**config.mk**
```make
export PLATFORM = sky130hd
export DESIGN_NAME = conv_seq_2x2_flat
export DESIGN_NICKNAME = d
export VERILOG_FILES = /design/src/rtl/conv_seq_2x2_if.sv /design/src/rtl/conv_seq_2x2.sv /design/src/flat_wrapper.sv
export SDC_FILE = /design/constraint.sdc
export NUM_CORES = 1
export LEC_CHECK = 0
export CORE_MARGIN = 5
export CORE_UTILIZATION = 52
export DETAILED_ROUTE_END_ITERATION = 8
export PLACE_DENSITY = 0.91
export SLEW_MARGIN = 15
export SYNTH_ARGS = -nofsm -noshare
export SYNTH_HDL_FRONTEND = slang
export SYNTH_SLANG_ARGS = --single-unit
```
**constraint.sdc**
```tcl
create_clock -name clk -period 12.6 [get_ports clk]
set_input_delay 2.52 -clock clk [delete_from_list [all_inputs] [get_ports clk]]
set_output_delay 2.52 -clock clk [all_outputs]
set_load 0.005 [all_outputs]
```
**src/rtl/conv_seq_2x2_if.sv**
```systemverilog
// Bus between the convolution sequencer and a 2x2 systolic array.
interface conv_seq_2x2_if;
    // Protocol: the sequencer pulses sa_weight_load for one cycle with the lane
    // weights on sa_w_in1/2. The array latches them on that edge. Each later
    // cycle, the activations on sa_act_in1/2 produce
    // sa_psum_outN = w_latchedN * act_inN (mod 256) exactly SA_LAT cycles
    // later. There is no backpressure, and the result is always taken.
    logic       sa_weight_load;
    logic [7:0] sa_w_in1;
    logic [7:0] sa_w_in2;
    logic [7:0] sa_act_in1;
    logic [7:0] sa_act_in2;
    logic [7:0] sa_psum_in1;
    logic [7:0] sa_psum_in2;
    logic [7:0] sa_psum_out1;
    logic [7:0] sa_psum_out2;

    modport master (
        output sa_weight_load, sa_w_in1, sa_w_in2, sa_act_in1, sa_act_in2,
               sa_psum_in1, sa_psum_in2,
        input  sa_psum_out1, sa_psum_out2
    );

    modport slave (
        input  sa_weight_load, sa_w_in1, sa_w_in2, sa_act_in1, sa_act_in2,
               sa_psum_in1, sa_psum_in2,
        output sa_psum_out1, sa_psum_out2
    );
endinterface

```
**src/rtl/conv_seq_2x2.sv**
```systemverilog
// Sequencer that computes a 3x3 kernel over a 4x4 map (2x2 valid outputs).
// It uses a two-lane systolic array. Each of 5 passes loads two kernel taps
// and then streams the four matching activations.
module conv_seq_2x2 #(
    parameter int SA_LAT = 2
) (
    input  logic           clk,
    input  logic           rst,
    input  logic           start,
    input  logic [71:0]    w_flat,
    input  logic [127:0]   in_flat,
    output logic           busy,
    output logic           done,
    output logic [7:0]     conv_out_11,
    output logic [7:0]     conv_out_12,
    output logic [7:0]     conv_out_21,
    output logic [7:0]     conv_out_22,
    output logic [2:0]     dbg_state,
    conv_seq_2x2_if.master sa
);
    typedef enum logic [2:0] {
        IDLE   = 3'd0,
        LOADW  = 3'd1,
        STREAM = 3'd2,
        DRAIN  = 3'd3,
        FINISH = 3'd4
    } state_t;

    localparam logic [1:0] DRAIN_LAST = 2'(SA_LAT - 1);

    state_t       state;
    state_t       state_nxt;
    logic [1:0]   cnt_q;       // stream position in STREAM, drain cycle in DRAIN
    logic [2:0]   pass_q;      // 0..4
    logic [71:0]  w_q;
    logic [127:0] in_q;
    logic [7:0]   acc [4];
    logic [7:0]   acc_nxt [4];
    logic [SA_LAT-1:0] tag_v;
    logic [1:0]   tag_p [SA_LAT];
    logic         accept;
    logic [3:0]   tap1;
    logic [3:0]   tap2;
    logic         lane2_on;

    // Activation for kernel tap 'tap' at output position p (order 11,12,21,22).
    function automatic logic [7:0] tap_act(input logic [3:0] tap,
                                           input logic [1:0] p,
                                           input logic [127:0] img);
        logic [3:0] rc;
        logic [1:0] row;
        logic [1:0] col;
        case (tap)
            4'd0:    rc = 4'b00_00;
            4'd1:    rc = 4'b00_01;
            4'd2:    rc = 4'b00_10;
            4'd3:    rc = 4'b01_00;
            4'd4:    rc = 4'b01_01;
            4'd5:    rc = 4'b01_10;
            4'd6:    rc = 4'b10_00;
            4'd7:    rc = 4'b10_01;
            4'd8:    rc = 4'b10_10;
            default: rc = 4'b00_00;
        endcase
        row = rc[3:2] + {1'b0, p[1]};
        col = rc[1:0] + {1'b0, p[0]};
        return img[{row, col, 3'b000} +: 8];
    endfunction

    assign accept    = (state == IDLE) && start;
    assign tap1      = {pass_q, 1'b0};
    assign tap2      = {pass_q, 1'b1};
    assign lane2_on  = (pass_q != 3'd4);
    assign dbg_state = state;

    // State register.
    always_ff @(posedge clk or posedge rst) begin
        if (rst) begin
            state <= IDLE;
        end else begin
            state <= state_nxt;
        end
    end

    // Next state and all combinational outputs, including the array drive.
    always_comb begin
        state_nxt         = state;
        busy              = 1'b0;
        done              = 1'b0;
        sa.sa_weight_load = 1'b0;
        sa.sa_w_in1       = 8'd0;
        sa.sa_w_in2       = 8'd0;
        sa.sa_act_in1     = 8'd0;
        sa.sa_act_in2     = 8'd0;
        sa.sa_psum_in1    = 8'd0;
        sa.sa_psum_in2    = 8'd0;
        case (state)
            IDLE: begin
                if (start) state_nxt = LOADW;
            end
            LOADW: begin
                busy              = 1'b1;
                sa.sa_weight_load = 1'b1;
                sa.sa_w_in1       = w_q[{tap1, 3'b000} +: 8];
                sa.sa_w_in2       = lane2_on ? w_q[{tap2, 3'b000} +: 8] : 8'd0;
                state_nxt         = STREAM;
            end
            STREAM: begin
                busy          = 1'b1;
                sa.sa_act_in1 = tap_act(tap1, cnt_q, in_q);
                sa.sa_act_in2 = lane2_on ? tap_act(tap2, cnt_q, in_q) : 8'd0;
                if (cnt_q == 2'd3) state_nxt = DRAIN;
            end
            DRAIN: begin
                busy = 1'b1;
                if (cnt_q == DRAIN_LAST) state_nxt = (pass_q == 3'd4) ? FINISH : LOADW;
            end
            FINISH: begin
                done      = 1'b1;
                state_nxt = IDLE;
            end
            default: state_nxt = IDLE;
        endcase
    end

    // Per-state cycle counter and pass number.
    always_ff @(posedge clk or posedge rst) begin
        if (rst) begin
            cnt_q  <= 2'd0;
            pass_q <= 3'd0;
        end else begin
            cnt_q <= (state_nxt != state) ? 2'd0 : cnt_q + 2'd1;
            if (accept) begin
                pass_q <= 3'd0;
            end else if (state == DRAIN && state_nxt == LOADW) begin
                pass_q <= pass_q + 3'd1;
            end
        end
    end

    // Operand capture on the accepting edge, so input changes while busy are ignored.
    always_ff @(posedge clk or posedge rst) begin
        if (rst) begin
            w_q  <= '0;
            in_q <= '0;
        end else if (accept) begin
            w_q  <= w_flat;
            in_q <= in_flat;
        end
    end

    // Add the lane results of the tag now leaving the pipeline into its output slot.
    always_comb begin
        for (int k = 0; k < 4; k++) acc_nxt[k] = acc[k];
        if (tag_v[SA_LAT-1]) begin
            acc_nxt[tag_p[SA_LAT-1]] = acc[tag_p[SA_LAT-1]] + sa.sa_psum_out1 + sa.sa_psum_out2;
        end
    end

    // Tag each STREAM cycle so its result lands in the right accumulator SA_LAT cycles later.
    always_ff @(posedge clk or posedge rst) begin
        if (rst) begin
            tag_v <= '0;
            for (int i = 0; i < SA_LAT; i++) tag_p[i] <= 2'd0;
            for (int k = 0; k < 4; k++) acc[k] <= 8'd0;
        end else begin
            tag_v[0] <= (state == STREAM);
            tag_p[0] <= cnt_q;
            for (int i = 1; i < SA_LAT; i++) begin
                tag_v[i] <= tag_v[i-1];
                tag_p[i] <= tag_p[i-1];
            end
            for (int k = 0; k < 4; k++) acc[k] <= accept ? 8'd0 : acc_nxt[k];
        end
    end

    // The last tag emerges on the edge that enters FINISH, so the results are
    // loaded from acc_nxt on that edge and are already visible while done is high.
    always_ff @(posedge clk or posedge rst) begin
        if (rst) begin
            conv_out_11 <= 8'd0;
            conv_out_12 <= 8'd0;
            conv_out_21 <= 8'd0;
            conv_out_22 <= 8'd0;
        end else if (state_nxt == FINISH) begin
            conv_out_11 <= acc_nxt[0];
            conv_out_12 <= acc_nxt[1];
            conv_out_21 <= acc_nxt[2];
            conv_out_22 <= acc_nxt[3];
        end
    end
endmodule

```
**src/flat_wrapper.sv**
```systemverilog
// flat-port wrapper written by rule: the top's interface ports become plain ports
module conv_seq_2x2_flat 
#(
    parameter int SA_LAT = 2
)
  (clk, rst, start, w_flat, in_flat, busy, done, conv_out_11, conv_out_12, conv_out_21, conv_out_22, dbg_state, sa_sa_weight_load, sa_sa_w_in1, sa_sa_w_in2, sa_sa_act_in1, sa_sa_act_in2, sa_sa_psum_in1, sa_sa_psum_in2, sa_sa_psum_out1, sa_sa_psum_out2);
  conv_seq_2x2_if sa_i ();
  input  logic clk;
  input  logic rst;
  input  logic start;
  input  logic [71:0] w_flat;
  input  logic [127:0] in_flat;
  output logic busy;
  output logic done;
  output logic [7:0] conv_out_11;
  output logic [7:0] conv_out_12;
  output logic [7:0] conv_out_21;
  output logic [7:0] conv_out_22;
  output logic [2:0] dbg_state;
  output wire logic [$bits(sa_i.sa_weight_load)-1:0] sa_sa_weight_load;
  output wire logic [$bits(sa_i.sa_w_in1)-1:0] sa_sa_w_in1;
  output wire logic [$bits(sa_i.sa_w_in2)-1:0] sa_sa_w_in2;
  output wire logic [$bits(sa_i.sa_act_in1)-1:0] sa_sa_act_in1;
  output wire logic [$bits(sa_i.sa_act_in2)-1:0] sa_sa_act_in2;
  output wire logic [$bits(sa_i.sa_psum_in1)-1:0] sa_sa_psum_in1;
  output wire logic [$bits(sa_i.sa_psum_in2)-1:0] sa_sa_psum_in2;
  input wire logic [$bits(sa_i.sa_psum_out1)-1:0] sa_sa_psum_out1;
  input wire logic [$bits(sa_i.sa_psum_out2)-1:0] sa_sa_psum_out2;
  assign sa_sa_weight_load = sa_i.sa_weight_load;
  assign sa_sa_w_in1 = sa_i.sa_w_in1;
  assign sa_sa_w_in2 = sa_i.sa_w_in2;
  assign sa_sa_act_in1 = sa_i.sa_act_in1;
  assign sa_sa_act_in2 = sa_i.sa_act_in2;
  assign sa_sa_psum_in1 = sa_i.sa_psum_in1;
  assign sa_sa_psum_in2 = sa_i.sa_psum_in2;
  assign sa_i.sa_psum_out1 = sa_sa_psum_out1;
  assign sa_i.sa_psum_out2 = sa_sa_psum_out2;
  conv_seq_2x2 #(.SA_LAT(SA_LAT)) u_core (.clk(clk), .rst(rst), .start(start), .w_flat(w_flat), .in_flat(in_flat), .busy(busy), .done(done), .conv_out_11(conv_out_11), .conv_out_12(conv_out_12), .conv_out_21(conv_out_21), .conv_out_22(conv_out_22), .dbg_state(dbg_state), .sa(sa_i));
endmodule
```
==> impl_metrics.toml <==
[power_and_ir_drop]
power_leakage_uw = 0.00852
power_density_nw_per_um2 = 283
ir_worst_vdd_uv = 227
power_uw = 5150

[clock_tree]
post_cts_buffers = 0
htreeDepth = 1
clockBufferDepth = 3
cts.sinks = 278
cts.reportedPaths.clkPinSlew_ps = 60
ctsHoldBuffers = 0
cts_resized = 0
cts_tree = "yes"
worstSkewPairLatency_ps = 530
cts_buffers = 28
ctsRootBufferMaster = "clkbuf_16"

[logic_synthesis]
ys_types = 49
yosysSeqAreaShare_pct = 48.8
yosysWarnings = 0
syn_inst = 1557
ys_top_cells_by_count = "nand2_1 (705), dfrtp_1 (278), clkbuf_1 (72)"
yosysMostFrequentCell = "nand2_1"
netlist.area_leader.share_pct = 48.8
syn_avg_cell_area_um2 = 9.16
synth_enable_flop_cells = 0
synth_area_um2 = 14300
ys_ff_latch = 278
synthArstFlopShare_pct = 100
synthTopCellsByArea = "dfrtp_1 (49%), nand2_1 (19%), mux4_2 (9.0%)"
synth_ff_type = "dfrtp_1"
synth_area_leader_cell = "dfrtp_1"

[final_layout]
area_growth_pct = 27.8
design_area_um2 = 18200
drive_gt1_share_pct = 7.21
fin_util_pct = 67.6
nNetsFinal = 2029

[global_route]
globalRouteOverflowTotal = 0
grt_pass1_vias = 12300
grt_pass1_wl_mm = 69.7
grt_usage_pct = 28.5
antenna_found_initial = 1
grt_max_degree = 123

[timing]
fmax_ghz = 0.123
worst_pin_slew_ps = 1060
maxSlewHeadroom_pct = 29.0
clock-skew-final_ps = 5.92
tns_ps = 0
slew_violations = 0
period_minus_slack_ps = 8160
fin_hold_ws_ps = 349
rsz0062_at_grt = "no"
hold_viol = 0
setup_viol = 0
finalCritPeriodShare_pct = 64.8

[floorplan]
fp.dieW_um = 176
io_pins = 305
fp.dieH_um = 176
die_area_um2 = 30800
rows = 60
core_area_um2 = 27000
initial_core_util_pct = 52.9

[critical_path]
crit_arrival_ps = 5640
cp-end-kind = "output pin"
cp_slowest_stage_delay_ps = 930
path_delay_family = "adder cells"
worstSetupPathType = "flip-flop to output pin"
worst-path-buf-inv = 1
required_ps = 10080
cpMaxStageDelayCell = "dfrtp_1"
start_kind = "flip-flop"
path_cells = "ha_1 > nor2b_1 > ha_1 > xor2_4 > a22oi_1 > o22ai_1 > nor3_1 > a2111oi_1 > clkdlybuf4s50_1"
crit_top_cell = "ha_1"
cp_max_fo = 40

[status]
outcome = "completed"

[detailed_routing]
antenna_left = 0
initialDrtViolationCount = 1271
vias = 12400
drt_pass1_iterations = 6
post_drt_via_cell_ratio = 5.76
drc = 0
wire_per_inst_um = 20.9
wl_mm = 44.8

[placed_design]
port_buffers = 288
place_congestion = 0.951
hpwl_mm = 32.7
dpl_cell_area_um2 = 17200

[hold_path]
hold_class = "flip-flop to flip-flop"

[flow_run]
maxCapViolCount = 0
-- final timing paths --
kind                                       start               endpoint  slack [ps]  depth (start not counted)
max in group asynchronous                    rst         u_core.w_q[37]        8530                          3
worst min register to register   u_core.tag_p[2]        u_core.tag_p[0]         350                          0
min in group asynchronous                    rst        u_core.in_q[21]        2570                          2
worst max-delay path            u_core.pass_q[1]       sa_sa_act_in1[3]        4440                          9
worst min-delay path             u_core.tag_p[2]        u_core.tag_p[0]         350                          0
worst max register to register   u_core.tag_p[0]  u_core.conv_out_22[7]        8610                         11
-- per-stage QoR --
step	setup slack, ps	std cells
2_1_floorplan	2410	1572
3_3_place_gp	5050	2096
3_5_place_dp	4990	2096
4_1_cts	4420	2145
5_1_grt	4060	2146
6_report	4440	2146
-- per-layer routing --
layer | vias up | track usage, % | part of all wire [%]
li1 | 5590 | - | -
met1 | 6046 | 40.0 | 41
met2 | 626 | 45.0 | 46
met3 | 92 | 5.81 | 8.7
met4 | 0 | 9.16 | 3.6
met5 | - | 0 | 0
-- logic make-up after synthesis --
| kind of cell | share of synthesized area (%) |
|---|---|
| simple gates | 23.7 |
| flops | 48.8 |
| compound gates | 6.68 |
| buf+inv | 4.27 |
| mux | 12.9 |
| fa+ha+maj | 2.62 |
| xor+xnor | 1.04 |
| other cells | 0.0263 |
-- power by group --
part	total [uW]	switching, uW	internal [uW]
combinational	2520	1350	1170
sequential	1730	426	1300
clock	902	348	554
-- state kept, by name, summed over array words and instances, names as in the netlist --
register            count
u_core.conv_out_11      8
u_core.pass_q           3
u_core.dbg_state        3
u_core.tag_v            2
u_core.in_q           128
u_core.conv_out_12      8
u_core.tag_p            4
u_core.conv_out_22      8
u_core.conv_out_21      8
u_core.cnt_q            2
u_core.w_q             72
u_core.acc             32
-- final cells by class --
cell class	instances	area (um2)
Antenna cell	1	2.50
Clock buffer	37	816
Clock inverter	12	190
Fill cell	2011	8730
Inverter	11	48.8
Multi-Input combinational cell	1165	6800
Sequential cell	278	6960
Tap cell	341	427
Timing Repair Buffer	301	2980
-- layout by cell type, fill, tap and decap left out, types with 10 or more instances in the layout --
master           count
nand2_1            705
clkdlybuf4s50_1    288
dfrtp_1            278
mux4_2              57
mux2i_1             54
nor2_1              49
a21oi_1             41
o21ai_0             37
nand3_1             36
clkbuf_16           29
ha_1                16
conb_1              16
o22ai_1             15
a22o_1              13
buf_4               13
and3_1              11
a31oi_1             11
inv_1               10
and2_1              10
(Power assumes the default switching activity.)
